## src/rtl/button_debounce_pkg.sv

```systemverilog
// Shared definitions for the push-button debouncer: channel FSM state
// encoding, a constant-foldable clog2 helper and the board default for a
// 10 ms stable time at 100 MHz.
package button_debounce_pkg;

  localparam int unsigned DEBOUNCE_CYCLES_10MS = 1000000;

  typedef enum logic [1:0] {
    S_LOW       = 2'd0,
    S_WAIT_HIGH = 2'd1,
    S_HIGH      = 2'd2,
    S_WAIT_LOW  = 2'd3
  } btn_state_t;

  // Ceiling log2, usable in parameter expressions.
  function automatic int unsigned clog2(input int unsigned v);
    int unsigned r;
    r = 0;
    for (int i = 0; i < 32; i++) begin
      if (((v - 1) >> i) != 0) r = int'(i) + 1;
    end
    return r;
  endfunction

endpackage

```

## src/rtl/button_debounce_channel.sv

```systemverilog
// Single-bit debouncer: SYNC_STAGES-deep synchroniser, stable-time counter
// and a four-state FSM producing a registered level plus press/release pulses.
// Ports:
//   i_clk, i_rst      clock, asynchronous active-high reset
//   i_btn             raw asynchronous pad
//   o_level           debounced level
//   o_press/o_release one-cycle pulses on accepted 0->1 / 1->0 transitions
module button_debounce_channel
  import button_debounce_pkg::*;
#(
  parameter int unsigned SYNC_STAGES   = 2,
  parameter int unsigned STABLE_CYCLES = DEBOUNCE_CYCLES_10MS
) (
  input  logic i_clk,
  input  logic i_rst,
  input  logic i_btn,
  output logic o_level,
  output logic o_press,
  output logic o_release
);

  localparam int unsigned CNT_W = clog2(STABLE_CYCLES);
  localparam logic [CNT_W-1:0] CNT_LAST = CNT_W'(STABLE_CYCLES - 1);

  logic [SYNC_STAGES-1:0] r_sync;
  logic                   w_sync;
  btn_state_t             r_state;
  btn_state_t             w_state_nxt;
  logic [CNT_W-1:0]       r_cnt;
  logic [CNT_W-1:0]       w_cnt_nxt;
  logic                   w_press;
  logic                   w_release;

  assign w_sync = r_sync[SYNC_STAGES-1];

  // Synchroniser chain; only the last stage is visible to the FSM.
  always_ff @(posedge i_clk or posedge i_rst) begin
    if (i_rst) r_sync <= '0;
    else       r_sync <= {r_sync[SYNC_STAGES-2:0], i_btn};
  end

  // State, counter and registered outputs. Level and pulses are taken from
  // the next state so they change on the same edge as the FSM transition.
  always_ff @(posedge i_clk or posedge i_rst) begin
    if (i_rst) begin
      r_state   <= S_LOW;
      r_cnt     <= '0;
      o_level   <= 1'b0;
      o_press   <= 1'b0;
      o_release <= 1'b0;
    end else begin
      r_state   <= w_state_nxt;
      r_cnt     <= w_cnt_nxt;
      o_level   <= (w_state_nxt == S_HIGH) || (w_state_nxt == S_WAIT_LOW);
      o_press   <= w_press;
      o_release <= w_release;
    end
  end

  // Next-state logic; the counter is cleared on every state entry.
  always_comb begin
    w_state_nxt = r_state;
    w_cnt_nxt   = r_cnt;
    w_press     = 1'b0;
    w_release   = 1'b0;
    unique case (r_state)
      S_LOW: begin
        if (w_sync) begin
          w_state_nxt = S_WAIT_HIGH;
          w_cnt_nxt   = '0;
        end
      end
      S_WAIT_HIGH: begin
        if (!w_sync) begin
          w_state_nxt = S_LOW;
          w_cnt_nxt   = '0;
        end else if (r_cnt == CNT_LAST) begin
          w_state_nxt = S_HIGH;
          w_cnt_nxt   = '0;
          w_press     = 1'b1;
        end else begin
          w_cnt_nxt = r_cnt + CNT_W'(1);
        end
      end
      S_HIGH: begin
        if (!w_sync) begin
          w_state_nxt = S_WAIT_LOW;
          w_cnt_nxt   = '0;
        end
      end
      S_WAIT_LOW: begin
        if (w_sync) begin
          w_state_nxt = S_HIGH;
          w_cnt_nxt   = '0;
        end else if (r_cnt == CNT_LAST) begin
          w_state_nxt = S_LOW;
          w_cnt_nxt   = '0;
          w_release   = 1'b1;
        end else begin
          w_cnt_nxt = r_cnt + CNT_W'(1);
        end
      end
      default: begin
        w_state_nxt = S_LOW;
        w_cnt_nxt   = '0;
      end
    endcase
  end

endmodule

```

## src/rtl/button_debounce.sv

```systemverilog
// Multi-channel push-button conditioner placed between the board pads and
// the downstream gate logic. Each bit is debounced independently.
// Ports:
//   CLK, RST     clock, asynchronous active-high reset
//   BTN_IN       raw bouncing pads
//   BTN_OUT      debounced levels
//   BTN_PRESS    one-cycle pulse per accepted 0->1 transition
//   BTN_RELEASE  one-cycle pulse per accepted 1->0 transition
module button_debounce
  import button_debounce_pkg::*;
#(
  parameter int unsigned NUM_BTN       = 2,
  parameter int unsigned SYNC_STAGES   = 2,
  parameter int unsigned STABLE_CYCLES = DEBOUNCE_CYCLES_10MS
) (
  input  logic               CLK,
  input  logic               RST,
  input  logic [NUM_BTN-1:0] BTN_IN,
  output logic [NUM_BTN-1:0] BTN_OUT,
  output logic [NUM_BTN-1:0] BTN_PRESS,
  output logic [NUM_BTN-1:0] BTN_RELEASE
);

  for (genvar g = 0; g < int'(NUM_BTN); g++) begin : g_ch
    button_debounce_channel #(
      .SYNC_STAGES  (SYNC_STAGES),
      .STABLE_CYCLES(STABLE_CYCLES)
    ) u_ch (
      .i_clk    (CLK),
      .i_rst    (RST),
      .i_btn    (BTN_IN[g]),
      .o_level  (BTN_OUT[g]),
      .o_press  (BTN_PRESS[g]),
      .o_release(BTN_RELEASE[g])
    );
  end

endmodule

```

## config.mk

```make
export PLATFORM = sky130hd
export DESIGN_NAME = button_debounce
export DESIGN_NICKNAME = d
export VERILOG_FILES = /design/src/rtl/button_debounce_pkg.sv /design/src/rtl/button_debounce_channel.sv /design/src/rtl/button_debounce.sv
export SDC_FILE = /design/constraint.sdc
export NUM_CORES = 1
export LEC_CHECK = 0
export BUFFER_PORTS_ARGS = -buffer_cell sky130_fd_sc_hd__buf_2
export CAP_MARGIN = 40
export CELL_PAD_IN_SITES_DETAIL_PLACEMENT = 1
export CELL_PAD_IN_SITES_GLOBAL_PLACEMENT = 2
export CORE_UTILIZATION = 43
export CTS_CLUSTER_SIZE = 25
export DETAILED_ROUTE_END_ITERATION = 7
export PLACE_DENSITY = 0.8
export SLEW_MARGIN = 20
export SYNTH_ARGS = -nofsm -noshare
export SYNTH_HDL_FRONTEND = slang
export SYNTH_SLANG_ARGS = --single-unit
```

## constraint.sdc

```tcl
create_clock -name CLK -period 4 [get_ports CLK]
set_input_delay 0 -clock CLK [delete_from_list [all_inputs] [get_ports CLK]]
set_output_delay 0 -clock CLK [all_outputs]
set_load 0.005 [all_outputs]
```

* Word level (Yosys, flattened, before mapping)
Index checks and enable logic that the tools add are counted.
Storage, ports and cells: register bits 54, bits in latches 0, memory bits (writable) 0, ROM bits 0, input port bits 4, output and inout bits 6, logic and storage cells 72, memories kept 0
Operators by class: $add $sub $neg 2, multiply operators 0, div/mod/pow operators 0, magnitude comparators 0, equal/unequal tests 16, shifts and indexed selects 0, mux-type cells 36, bitwise gates (word level) 0, reductions and logical operators 6
Operators with widths (count):
- 2-to-1 mux 20 bit | 10
- one-hot mux 20 bit (4 select lines) | 2
- adder 20 x 1 -> 20 bit, second input constant | 2
- == test 20 bit, second input constant | 2
- 2-to-1 mux 2 bit | 12
- == test 2 bit, second input constant | 8
- one-hot mux 2 bit (4 select lines) | 2
- 2-to-1 mux 1 bit | 10
- == test 2 x 1 -> 1 bit, second input constant | 2
- zero test 2 bit | 2
- != test 2 x 1 -> 1 bit, second input constant | 2
- != test 2 bit, second input constant | 2
- AND reduction 2 bit | 2
- logical OR 1 bit | 2

* Depth between registers and ports, before layout
Gate-level depths: netlist (run 1).
word-level depth 6, depth in mapped cells 7, depth with buffers taken out 6

* Hierarchy
Synthesis (run 1) repeated with hierarchy kept, for this count alone.
Second synthesis, totals: cells, all modules 290, area, all modules 2850.2 µm²
By module, submodules not included:
- button_debounce_channel | times used 2, cells an instance 145, area an instance 1425.1 µm², seq. area each 675.6 µm²

* Worst setup path before layout (run 1)
No wires, ideal clock.
kind reg-to-reg, from register g_ch[0].u_ch.r_cnt[0], to register g_ch[0].u_ch.r_cnt[3], library setup time 0.118 ns, arrival time 1.809 ns, required time 3.882 ns, path slack 2.073 ns, cell stages (with the launch flop) 8, path buffers 1, period minus slack after synthesis 1.927 ns, path through dfrtp_1 > ha_1 > inv_1 > or4_4 > o21a_1 > buf_6 > a21o_1 > a21o_1
On the way: cells in the longest elaborated chain, start to end 4, elaborated cells on any way between the ends 6, classes of those cells 1 x add/sub; 1 x eq/ne; 4 x mux
Ends and longest elaborated chain:
- start: declaration | line button_debounce_channel.sv:29 | logic [CNT_W-1:0] r_cnt;
- start signal: assignment | line button_debounce_channel.sv:53 | r_cnt <= w_cnt_nxt;
- adder 20 x 1 -> 20 bit or == test 20 bit (tied branches)
- 2-to-1 mux 20 bit * | line button_debounce_channel.sv:77, button_debounce_channel.sv:95
- 2-to-1 mux 20 bit (on tied branches) | line button_debounce_channel.sv:92, button_debounce_channel.sv:74
- one-hot mux 20 bit (4 select lines) * | line button_debounce_channel.sv:66 | unique case (r_state)
Mark *: on every way between the ends. The rest lies on a longest branch, timed or not. A chain may end at the register's enable or synchronous reset.

* Worst setup path in the final report (run 1)
from register g_ch[0].u_ch.r_cnt[0], to register g_ch[0].u_ch.r_cnt[19]
The elaborated chain is that of the path after synthesis.

==> results of run 1 <==
## power by group through the flow
| stage | Clock, W | Combinational, W | Sequential [W] |
|---|---|---|---|
| CTS | 0.000400 | 0.0000492 | 0.000559 |
| finish | 0.000385 | 0.0000471 | 0.000559 |
| detailed placement | 0 | 0.0000467 | 0.000570 |
| global placement | 0 | 0.0000447 | 0.000569 |
| floorplan | 0 | 0.0000328 | 0.000568 |
| global route | 0.000421 | 0.0000551 | 0.000561 |
## cells in the final DEF (no fill, tap or decap), types with 7 or more instances in the layout
master,instances
nand2_1,33
or3_1,8
xor2_1,13
xnor2_1,7
nand4_1,8
nor2_1,26
buf_2,9
o21ai_0,8
nand3_1,23
dfrtp_1,54
## flip-flops by register name, indices dropped and copies added (netlist names)
signal               flops
g_ch.u_ch.o_level        2
g_ch.u_ch.r_sync         4
g_ch.u_ch.o_press        2
g_ch.u_ch.o_release      2
g_ch.u_ch.r_state        4
g_ch.u_ch.r_cnt         40
## logic make-up (layout without fill, tap and decap cells)
| group | count (synthesis) | after routing | synth area share (%) |
|---|---|---|---|
| compound gates | 32 | 32 | 8.17 |
| xor+xnor | 21 | 21 | 7.10 |
| fa+ha+maj | 2 | 2 | 0.928 |
| buf+inv | 15 | 28 | 3.39 |
| flops | 54 | 54 | 50.1 |
| mux | 6 | 6 | 2.46 |
| simple gates | 141 | 141 | 27.8 |
## routing by layer
metal	routed length [µm]	GRT usage, %
met4	85	5.89
met3	103	3.37
met1	2710	27.2
met5	0	0
met2	2760	33.0
## cell type report
class | count | area (µm²)
clock buffers | 5 | 68.8
fillers | 669 | 3060
inverters | 5 | 18.8
well taps | 75 | 93.8
clock inverters | 3 | 47.5
flip-flops and latches | 54 | 1350
multi-input cells | 202 | 1250
repair buffers | 15 | 97.6
## worst paths after layout
path	cells past startpoint	slack, ns	endpoint	from
hold reg to reg	0	0.38	g_ch[0].u_ch.r_sync[1]	g_ch[0].u_ch.r_sync[0]
setup / recovery	6	1.86	g_ch[0].u_ch.r_cnt[19]	g_ch[0].u_ch.r_cnt[0]
max in group asynchronous	4	3.13	g_ch[0].u_ch.r_cnt[14]	RST
hold / removal	2	0.33	g_ch[1].u_ch.r_sync[0]	BTN_IN[1]
min in group asynchronous	4	0.41	g_ch[1].u_ch.o_level	RST
setup reg to reg	6	1.86	g_ch[0].u_ch.r_cnt[19]	g_ch[0].u_ch.r_cnt[0]
## cell usage after synthesis (2+ instances only)
master	count	area, µm²
nand4_1	8	50.1
and4_1	6	52.6
dfrtp_1	54	1350
or3_1	8	50.1
mux2_2	3	33.8
o21ai_0	8	40.0
buf_4	7	52.6
xor2_1	13	114
o211ai_1	2	15.0
xnor2_1	7	61.3
nor3_1	6	30.0
a21oi_1	5	25.0
inv_1	5	18.8
a22o_1	3	26.3
nand3_1	23	115
ha_1	2	25.0
a21o_1	2	15.0
nor3b_1	5	37.5
nor2_1	26	97.6
nor4b_1	2	17.5
nand2_1	33	124
mux2_1	2	22.5
o31ai_1	3	22.5
nor4_1	3	18.8
or4_4	2	22.5
o2111a_1	2	22.5
and2_1	6	37.5
and3_1	5	31.3
## per-stage QoR
stage / util [%] / cells
global route: 48.9 / 359
detailed placement: 46.5 / 348
finish: 48.9 / 359
CTS: 48.9 / 359
floorplan: - / 271
global placement: 46.4 / 347
==> impl_metrics.py, run 1 <==
metrics = {
    "timing": {
        "hold_violations": 0,
        "report.final.slew_viol_count": 0,
        "rsz_0062_raised_after_global_routing": "no",
        "setup_violations": 0,
        "timing_worst_slew_pin_value_ns": 0.686,
        "worst_slack_on_hold_paths_ns": 0.327,
        "finalClockSkew_ns": 0.0120,
        "max_clock_freq_ghz": 0.466,
        "setup_total_negative_slack_ns": 0,
        "fin_crit_ns": 2.14,
        "min_period_over_period_pct": 53.6,
        "max-slew-margin-rel_pct": 54.2,
        "finalWorstSetupSlack_ns": 1.86,
    },
    "clock_network": {
        "cts_hold_buffers": 3,
        "postCtsResizedCells": 0,
        "clk_pin_slew_ns": 0.11,
        "clock_path_buffers": 2,
        "cts_tree": "built",
        "htree_levels": 2,
        "number_of_cts_inserted_buffers": 5,
        "numClockSinks": 54,
        "number_of_setup_buffers_added_after_cts": 0,
        "cts_root_buffer": "clkbuf_8",
        "clock_latency_ns": 0.32,
    },
    "route": {
        "drt_pass_1_iters": 4,
        "drt_wl_total_mm": 5.65,
        "antenna_violating_nets_post_route": 0,
        "average_detailed_routed_wire_length_per_instance_um": 15.7,
        "avgViaCountPerCell": 5.45,
        "remaining_drc_errors": 0,
        "first_iter_violations": 79,
        "vias": 1955,
    },
    "outcome": {
        "run_status": "finished, final reports clean",
    },
    "synth": {
        "synthFlopType": "dfrtp_1",
        "synth.cell_area_mm2": 0.00270,
        "mean_post_synth_cell_area_um2": 9.95,
        "synth-async-reset-ratio_pct": 100,
        "synthesis.yosys.warnings": 0,
        "seq_area_frac_synth_pct": 50.1,
        "synth-edff-count": 0,
        "synth.net_count": 277,
        "netlist-cell-type-count": 48,
        "synth_cells": 271,
        "postSynthRegisterBits": 54,
    },
    "pwr": {
        "p_int_w": 0.000756,
        "worst_ir_drop_vdd_mv": 0.253,
        "fraction_of_power_consumed_by_combinational_cells_pct": 4.8,
        "switching_share_pct": 23.7,
        "seqPwrFrac_pct": 56.4,
        "power.density_cell_area_mw_per_mm2": 338,
        "post-layout-total-power_w": 0.000991,
        "pwr-share-clk_pct": 38.8,
        "p_sw_w": 0.000235,
        "cellLeakagePower_nw": 1.28,
    },
    "critical_path": {
        "critPathCaptureType": "register",
        "worstSetupPathType": "reg -> reg",
        "cp_data_required_time_ns": 4.21,
        "critPathTopFamily": "simple AND/OR/NAND/NOR gates",
        "wp_buf_inv": 1,
        "crit_chain": "ha_1, inv_1, or4_4, o21ai_2, or4_1, nand3_1",
        "critical_path.max_stage_delay_ns": 0.55,
        "critical_path_arrival_ns": 2.35,
        "timing.critical_path.fanout_max": 9,
        "startpoint_type": "register",
        "crit_path_top_delay_cell": "or4_4",
    },
    "layout": {
        "area_growth_pct": 8.72,
        "fin_nets": 289,
        "diodes": 0,
        "design_area_mm2": 0.00293,
        "drive_above_1_share_pct": 11.3,
    },
    "global_route": {
        "grt_start_max_net_pins": 55,
        "number_of_global_route_vias_before_repair": 2025,
        "first_pass_grt_wire_length_mm": 10.1,
        "grt-ovfl-total": 0,
        "groute.usage.overall_pct": 20.1,
        "grt_antenna_before_repair": 0,
    },
    "floorplanning": {
        "dieArea_mm2": 0.00659,
        "dieWidth_um": 81.2,
        "placeableCoreArea_mm2": 0.00599,
        "boundaryPins": 10,
        "dieHeight_um": 81.2,
        "fp-row-count": 28,
        "start_util_pct": 45.0,
    },
    "placement": {
        "number_of_i_o_port_buffers": 9,
        "gpl.final_weighted_congestion": 0.762,
        "cell_area_reported_after_detailed_placement_mm2": 0.00279,
        "hpwlAfterDp_mm": 3.92,
        "dp_worst_setup_slack_ns": 1.88,
    },
    "min_path": {
        "hp-class": "in -> reg",
    },
    "flow_run": {
        "max_cap_violations": 0,
    },
}
(Power assumes the default switching activity.)
==> run 2: changes to the inputs <==
--- a/config.mk
+++ b/config.mk
@@ -9,10 +9,10 @@
 export CAP_MARGIN = 40
 export CELL_PAD_IN_SITES_DETAIL_PLACEMENT = 1
 export CELL_PAD_IN_SITES_GLOBAL_PLACEMENT = 2
-export CORE_UTILIZATION = 43
+export CORE_UTILIZATION = 36
 export CTS_CLUSTER_SIZE = 25
 export DETAILED_ROUTE_END_ITERATION = 7
-export PLACE_DENSITY = 0.8
+export PLACE_DENSITY = 0.71
 export SLEW_MARGIN = 20
 export SYNTH_ARGS = -nofsm -noshare
 export SYNTH_HDL_FRONTEND = slang
==> constraint.sdc (replaced) <==
create_clock -name CLK -period 1.7 [get_ports CLK]
set_input_delay 0 -clock CLK [delete_from_list [all_inputs] [get_ports CLK]]
set_output_delay 0 -clock CLK [all_outputs]
set_load 0.005 [all_outputs]
==> run 2 against run 1 <==
Compared with the run above: the flow now finishes with violations (setup timing); critical path type unchanged; highest routed layer unchanged; non-clock buffer count is 63 higher; final area is 27% higher; global-route usage is 1.7 points lower; register-to-register slack worse by 2.0 ns; sequential power is 140% higher; clock power is 96% higher; combinational power grew to 4.1 times the previous value; core utilization is 2.2 points higher; count of clock-buffer cells in the layout stayed put; worst hold slack worse by 0.063 ns; wire length is 25% higher; sequential share of layout area is 9.7 points lower.
==> impl_metrics.py, run 2 (synthesis gave the netlist of run 1 again) <==
metrics = {
    "outcome": {
        "run_status": "finished, violations left",
        "violations": "setup timing",
    },
    "critical_path": {
        "reg2reg_setup_slack_ns": -0.12,
        "crit_chain": "ha_4, inv_2, or4_4, buf_6, o21ai_4, buf_6, or3_1, nand3_1",
        "crit_path_top_delay_cell": "or4_4",
        "critical-path-top-cell-by-count": "buf_6",
        "worstSetupPathType": "reg -> reg",
        "critical_path.max_stage_delay_ns": 0.52,
        "cp_data_required_time_ns": 1.89,
        "critical_path_arrival_ns": 2.01,
        "timing.critical_path.fanout_max": 3,
        "regToRegStartpoint": "g_ch[0].u_ch.r_cnt[1]",
        "worst_r2r_endpoint": "g_ch[0].u_ch.r_cnt[12]",
        "worstRegToRegCells": 8,
        "startpoint_type": "register",
        "critPathCaptureType": "register",
    },
    "flow_run": {
        "max_cap_violations": 0,
    },
    "timing": {
        "timing_worst_slew_pin_value_ns": 0.497,
        "report.final.slew_viol_count": 0,
        "max_clock_freq_ghz": 0.549,
        "finalWorstSetupSlack_ns": -0.121,
        "setup_violations": 14,
        "fin_crit_ns": 1.82,
        "rsz_0062_raised_after_global_routing": "yes",
        "finalClockSkew_ns": 0.0110,
        "min_period_over_period_pct": 107,
        "hold_violations": 0,
        "worst_slack_on_hold_paths_ns": 0.264,
        "max-slew-margin-rel_pct": 66.5,
    },
    "pwr": {
        "worst_ir_drop_vdd_mv": 0.298,
        "p_int_w": 0.00168,
        "cellLeakagePower_nw": 1.67,
        "fraction_of_power_consumed_by_combinational_cells_pct": 8.6,
        "pwr-share-clk_pct": 33.3,
        "seqPwrFrac_pct": 58.2,
        "p_sw_w": 0.000580,
        "power.density_cell_area_mw_per_mm2": 610,
        "switching_share_pct": 25.7,
    },
    "layout": {
        "area_growth_pct": 37.6,
        "diodes": 0,
        "largest_registers": "g_ch.u_ch.r_cnt (40), g_ch.u_ch.r_state (4), g_ch.u_ch.r_sync (4)",
        "fin_util_pct": 51.1,
        "drive_above_1_share_pct": 36.6,
        "layoutNonFillerInstCount": 446,
        "max_flop_register": "g_ch.u_ch.r_cnt",
        "mostFrequentLayoutCells": "54 x buf_4, 54 x dfrtp_1, 32 x nand2_1",
        "fin_nets": 352,
        "largest_register_ff_count": 40,
    },
    "clock_network": {
        "clock_path_buffers": 2,
        "htree_levels": 2,
        "clock_latency_ns": 0.31,
        "numClockSinks": 54,
        "cts_tree": "built",
        "cts_root_buffer": "clkbuf_8",
        "number_of_cts_inserted_buffers": 5,
        "clk_pin_slew_ns": 0.11,
    },
    "floorplanning": {
        "placeableCoreArea_mm2": 0.00725,
        "fp-row-count": 31,
        "dieWidth_um": 88.5,
        "boundaryPins": 10,
        "start_util_pct": 37.2,
        "dieArea_mm2": 0.00784,
        "dieHeight_um": 88.5,
    },
    "global_route": {
        "first_pass_grt_wire_length_mm": 11.1,
        "number_of_global_route_vias_before_repair": 2308,
        "grt_antenna_before_repair": 0,
        "grt-ovfl-total": 0,
        "grt_start_max_net_pins": 55,
        "groute.usage.overall_pct": 18.4,
    },
    "route": {
        "first_iter_violations": 48,
        "antenna_violating_nets_post_route": 0,
        "average_detailed_routed_wire_length_per_instance_um": 15.9,
        "drt_wl_total_mm": 7.09,
        "avgViaCountPerCell": 5.18,
        "remaining_drc_errors": 0,
        "vias": 2312,
        "drt_pass_1_iters": 4,
    },
    "placement": {
        "dp.cells": 421,
        "number_of_i_o_port_buffers": 9,
        "hpwlAfterDp_mm": 4.73,
        "gpl.final_weighted_congestion": 0.713,
    },
    "min_path": {
        "hp-class": "in -> async",
    },
}
run 2: cell count changes in the layout (fill, tap and decap cells not counted), moves of 3 or more:
cell / before / now
buf_4: 3 / 54
buf_6: 0 / 10
a21oi_1: 5 / 2
nand3_1: 23 / 20
nand3_4: 0 / 3
nor3_1: 6 / 3
nor4_1: 3 / 0
run 2: critical path, delay by kind of cell (launching register included):
family	cells	cell delay [ns]
adder cells (fa/ha/maj)	1	0.16
flip-flops	1	0.40
AND/OR/NAND/NOR	3	0.71
AO/OA/AOI/OAI	1	0.13
buffers and inverters	3	0.31
run 2: timing repair:
| action | 4_1_cts | 5_1_grt |
|---|---|---|
| hold endpoints to repair | 56 | 0 |
| gates resized for setup | 21 | 34 |
| hold buffers | 3 | 0 |
| pin swaps | 7 | 17 |
| endpoints found under the setup margin | 37 | 39 |
| buffers inserted | 2 | 11 |
| gates cloned | 0 | 1 |
run 2: per-layer routing:
layer,part of all wire [%],global-route usage [%]
met5,0,0
met4,0.86,4.25
met3,1.7,2.89
met2,50,29.5
met1,47,26.2
run 2: power groups by stage:
| stage | sequential, W | clock [W] | combinational (W) |
|---|---|---|---|
| after floorplan | 0.00134 | 0 | 0.0000788 |
| after global placement | 0.00134 | 0 | 0.000157 |
| after detailed placement | 0.00134 | 0 | 0.000160 |
| after CTS | 0.00132 | 0.000791 | 0.000179 |
| after global routing | 0.00132 | 0.000823 | 0.000214 |
| final | 0.00132 | 0.000753 | 0.000194 |
run 2: how the worst max path moves through the flow:
stage	start	to	slack, ns	depth (start not counted)
after floorplan	g_ch[0].u_ch.r_cnt[1]	g_ch[0].u_ch.r_cnt[3]	-0.15	7
after detailed placement	g_ch[0].u_ch.r_cnt[11]	g_ch[0].u_ch.o_level	-0.18	5
final	g_ch[0].u_ch.r_cnt[1]	g_ch[0].u_ch.r_cnt[12]	-0.12	8
after global routing	g_ch[0].u_ch.r_cnt[18]	g_ch[0].u_ch.r_cnt[12]	-0.20	7
after global placement	g_ch[0].u_ch.r_cnt[14]	g_ch[0].u_ch.r_cnt[14]	-0.11	6
after CTS	g_ch[0].u_ch.r_cnt[1]	g_ch[0].u_ch.r_cnt[5]	-0.10	8
run 2: area by class of cell:
class                   instances  area [µm²]
inverters                       5        18.8
repair buffers                 78         633
clock inverters                 3        23.8
flip-flops and latches         54        1350
multi-input cells             202        1490
well taps                      99         124
fillers                       817        3540
clock buffers                   5        68.8
run 2: stage by stage:
step / worst slack [ns] / power [W] / instance area [µm²] / TNS (ns)
2_1_floorplan: -0.152 / 0.00142 / 2710 / -0.404
6_report: -0.121 / 0.00226 / 3710 / -0.857
3_5_place_dp: -0.182 / 0.00150 / 3230 / -2.37
5_1_grt: -0.199 / 0.00236 / 3710 / -2.16
4_1_cts: -0.103 / 0.00229 / 3460 / -0.913
3_3_place_gp: -0.110 / 0.00149 / 3230 / -1.18
==> run 3: changes to the inputs <==
--- a/config.mk
+++ b/config.mk
@@ -5,14 +5,15 @@
 export SDC_FILE = /design/constraint.sdc
 export NUM_CORES = 1
 export LEC_CHECK = 0
+export ABC_AREA = 1
 export BUFFER_PORTS_ARGS = -buffer_cell sky130_fd_sc_hd__buf_2
 export CAP_MARGIN = 40
 export CELL_PAD_IN_SITES_DETAIL_PLACEMENT = 1
 export CELL_PAD_IN_SITES_GLOBAL_PLACEMENT = 2
-export CORE_UTILIZATION = 36
+export CORE_UTILIZATION = 33
 export CTS_CLUSTER_SIZE = 25
 export DETAILED_ROUTE_END_ITERATION = 7
-export PLACE_DENSITY = 0.71
+export PLACE_DENSITY = 0.7
 export SLEW_MARGIN = 20
 export SYNTH_ARGS = -nofsm -noshare
 export SYNTH_HDL_FRONTEND = slang
==> run 3 against run 2 <==
Compared with the run above: register-to-register slack gained 0.26 ns; maximum frequency grew 17%; global-route usage shrank 1.5 points; largest cell class is now flip-flops and latches; total power grew 4.0%; sequential power is essentially flat; count of clock-buffer cells in the layout is the same; the run now ends clean; area after synthesis grew 9.0%; clock skew is essentially flat.
==> impl_metrics.py, run 3 <==
metrics = {
    "outcome": {
        "run_status": "finished, final reports clean",
    },
    "clock_network": {
        "clock_path_buffers": 2,
        "number_of_cts_inserted_buffers": 5,
        "cts_root_buffer": "clkbuf_8",
        "cts_tree": "built",
        "clk_pin_slew_ns": 0.12,
        "htree_levels": 2,
        "clock_latency_ns": 0.32,
        "numClockSinks": 54,
    },
    "min_path": {
        "hp-class": "in -> async",
    },
    "placement": {
        "dp.cells": 504,
        "hpwlAfterDp_mm": 5.47,
        "number_of_i_o_port_buffers": 9,
        "gpl.final_weighted_congestion": 0.757,
        "dp_worst_setup_slack_ns": 0.0527,
    },
    "global_route": {
        "groute.usage.overall_pct": 16.9,
        "grt_start_max_net_pins": 28,
        "grt-ovfl-total": 0,
        "number_of_global_route_vias_before_repair": 2386,
        "first_pass_grt_wire_length_mm": 11.8,
        "grt_antenna_before_repair": 0,
    },
    "layout": {
        "area_growth_pct": 16.1,
        "final.fill_count": 1085,
        "largest_registers": "g_ch.u_ch.r_cnt (40), g_ch.u_ch.r_state (4), g_ch.u_ch.r_sync (4)",
        "mostFrequentLayoutCells": "85 x nand2_1, 53 x dfrtp_1, 48 x inv_1",
        "layoutNonFillerInstCount": 518,
        "final_common_cell": "nand2_1",
        "max_flop_register": "g_ch.u_ch.r_cnt",
        "fin_util_pct": 39.3,
        "fin_nets": 415,
        "diodes": 0,
        "drive_above_1_share_pct": 20.0,
        "largest_register_ff_count": 40,
    },
    "synth": {
        "netlist_top_cells_area": "dfrtp_1 46%, nand2_1 11%, inv_1 6.5%",
        "synthFlopType": "dfrtp_1",
        "synth.cell_area_mm2": 0.00294,
        "synth-async-reset-ratio_pct": 100,
        "synth-edff-count": 0,
        "synthTopCellsByCount": "86 x nand2_1, 54 x dfrtp_1, 51 x inv_1",
        "synthesis.yosys.warnings": 0,
        "synth_cells": 375,
        "postSynthRegisterBits": 54,
        "synthDominantCellAreaShare_pct": 46.0,
        "post-synth-top-count-cell": "nand2_1",
        "netlist-cell-type-count": 27,
        "synth.net_count": 381,
        "mean_post_synth_cell_area_um2": 7.84,
        "yosys.area.top_type": "dfrtp_1",
        "seq_area_frac_synth_pct": 46.0,
    },
    "floorplanning": {
        "dieArea_mm2": 0.00929,
        "fp-row-count": 34,
        "dieHeight_um": 96.4,
        "placeableCoreArea_mm2": 0.00868,
        "dieWidth_um": 96.4,
        "start_util_pct": 33.9,
        "boundaryPins": 10,
    },
    "route": {
        "first_iter_violations": 48,
        "antenna_violating_nets_post_route": 0,
        "drt_wl_total_mm": 7.19,
        "vias": 2403,
        "avgViaCountPerCell": 4.64,
        "drt_pass_1_iters": 3,
        "average_detailed_routed_wire_length_per_instance_um": 13.9,
        "remaining_drc_errors": 0,
    },
    "critical_path": {
        "critical-path-top-cell-by-count": "nand2_1",
        "setup.worst_path.end": "g_ch[1].u_ch.r_state[0]",
        "regToRegStartpoint": "g_ch[1].u_ch.r_cnt[1]",
        "critical_path.max_stage_delay_ns": 0.42,
        "cp_data_required_time_ns": 1.92,
        "critical_path_arrival_ns": 1.78,
        "startpoint_type": "register",
        "worstRegToRegCells": 9,
        "reg2reg_setup_slack_ns": 0.14,
        "worstSetupPathType": "reg -> reg",
        "cp-startpoint": "g_ch[1].u_ch.r_cnt[1]",
        "worst_r2r_endpoint": "g_ch[1].u_ch.r_state[0]",
        "timing.critical_path.fanout_max": 5,
        "wp_buf_inv": 2,
        "crit_chain": "ha_1, buf_4, nand2_1, nor3_2, nand2_1, nor3_2, nand4_1, nand2_1, inv_1",
        "crit_path_top_delay_cell": "dfrtp_1",
        "crit_cells": 9,
        "critPathTopFamily": "simple AND/OR/NAND/NOR gates",
        "critPathCaptureType": "register",
    },
    "timing": {
        "setup_total_negative_slack_ns": 0,
        "hold_violations": 0,
        "worst_slack_on_hold_paths_ns": 0.172,
        "max_clock_freq_ghz": 0.641,
        "rsz_0062_raised_after_global_routing": "yes",
        "setup_violations": 0,
        "max-slew-margin-rel_pct": 77.6,
        "fin_crit_ns": 1.56,
        "timing_worst_slew_pin_value_ns": 0.336,
        "finalWorstSetupSlack_ns": 0.139,
        "min_period_over_period_pct": 91.8,
        "finalClockSkew_ns": 0.0107,
        "report.final.slew_viol_count": 0,
    },
    "flow_run": {
        "max_cap_violations": 0,
    },
    "pwr": {
        "cellLeakagePower_nw": 1.59,
        "worst_ir_drop_vdd_mv": 0.361,
        "power.density_cell_area_mw_per_mm2": 689,
    },
}
## run 3: timing repair
action                                 in CTS  in global routing
endpoints found under the hold margin      45                  0
setup endpoints to repair                   0                 37
buffers inserted                            0                  3
resized for setup                           0                 17
hold buffers                                3                  0
## run 3: kinds of logic after synthesis
group	share of synthesized area, %
adders and majority gates	0.851
DFF	46.0
AOI/OAI and AO/OA	4.68
buffers and inverters	9.74
and+or+nand+nor	32.8
xor gates and xnor gates	5.96
## run 3: worst register-to-register path, stage by stage, from the launching register on
cell	delay [ns]
dfrtp_1	0.42
ha_1	0.19
buf_4	0.14
nand2_1	0.07
nor3_2	0.10
nand2_1	0.08
nor3_2	0.12
nand4_1	0.18
nand2_1	0.12
inv_1	0.04
## run 3: final cells by class
| class | instances | area, µm² | area share, % |
|---|---|---|---|
| Inverter | 53 | 211 | 6.19 |
| Tap cell | 108 | 135 | 3.96 |
| Timing Repair Buffer | 37 | 275 | 8.06 |
| Multi-Input combinational cell | 258 | 1340 | 39.3 |
| Clock buffer | 5 | 68.8 | 2.02 |
| Clock inverter | 3 | 28.8 | 0.843 |
| Sequential cell | 54 | 1350 | 39.6 |
## run 3: how the worst min path moves through the flow
stage	startpoint	endpoint	cells past startpoint
6_report	RST	g_ch[0].u_ch.r_cnt[5]	3
5_1_grt	RST	g_ch[0].u_ch.r_sync[0]	3
4_1_cts	RST	g_ch[0].u_ch.r_cnt[5]	3
3_5_place_dp	RST	g_ch[0].u_ch.r_sync[0]	2
3_3_place_gp	RST	g_ch[0].u_ch.r_sync[0]	2
2_1_floorplan	BTN_IN[0]	g_ch[0].u_ch.r_sync[0]	0
## run 3: layer usage
metal	wire (µm)	up-vias	share of wire, %	track usage, %
met5	0	-	0	0
met4	50	0	0.70	3.68
met3	122	4	1.7	2.82
met2	3110	14	43	25.1
met1	3900	1144	54	25.5
li1	-	1241	-	-
## run 3: per-stage QoR
stage	area, µm²	total power (W)
2_1_floorplan	2940	0.00149
3_3_place_gp	3210	0.00156
3_5_place_dp	3210	0.00156
4_1_cts	3340	0.00240
5_1_grt	3410	0.00247
6_report	3410	0.00235
## run 3: report_power, final
part | switching [W] | internal (W) | leakage, nW
registers | 0.0000330 | 0.00132 | 0.736
clock network | 0.000498 | 0.000310 | 0.0506
logic | 0.000124 | 0.0000708 | 0.802
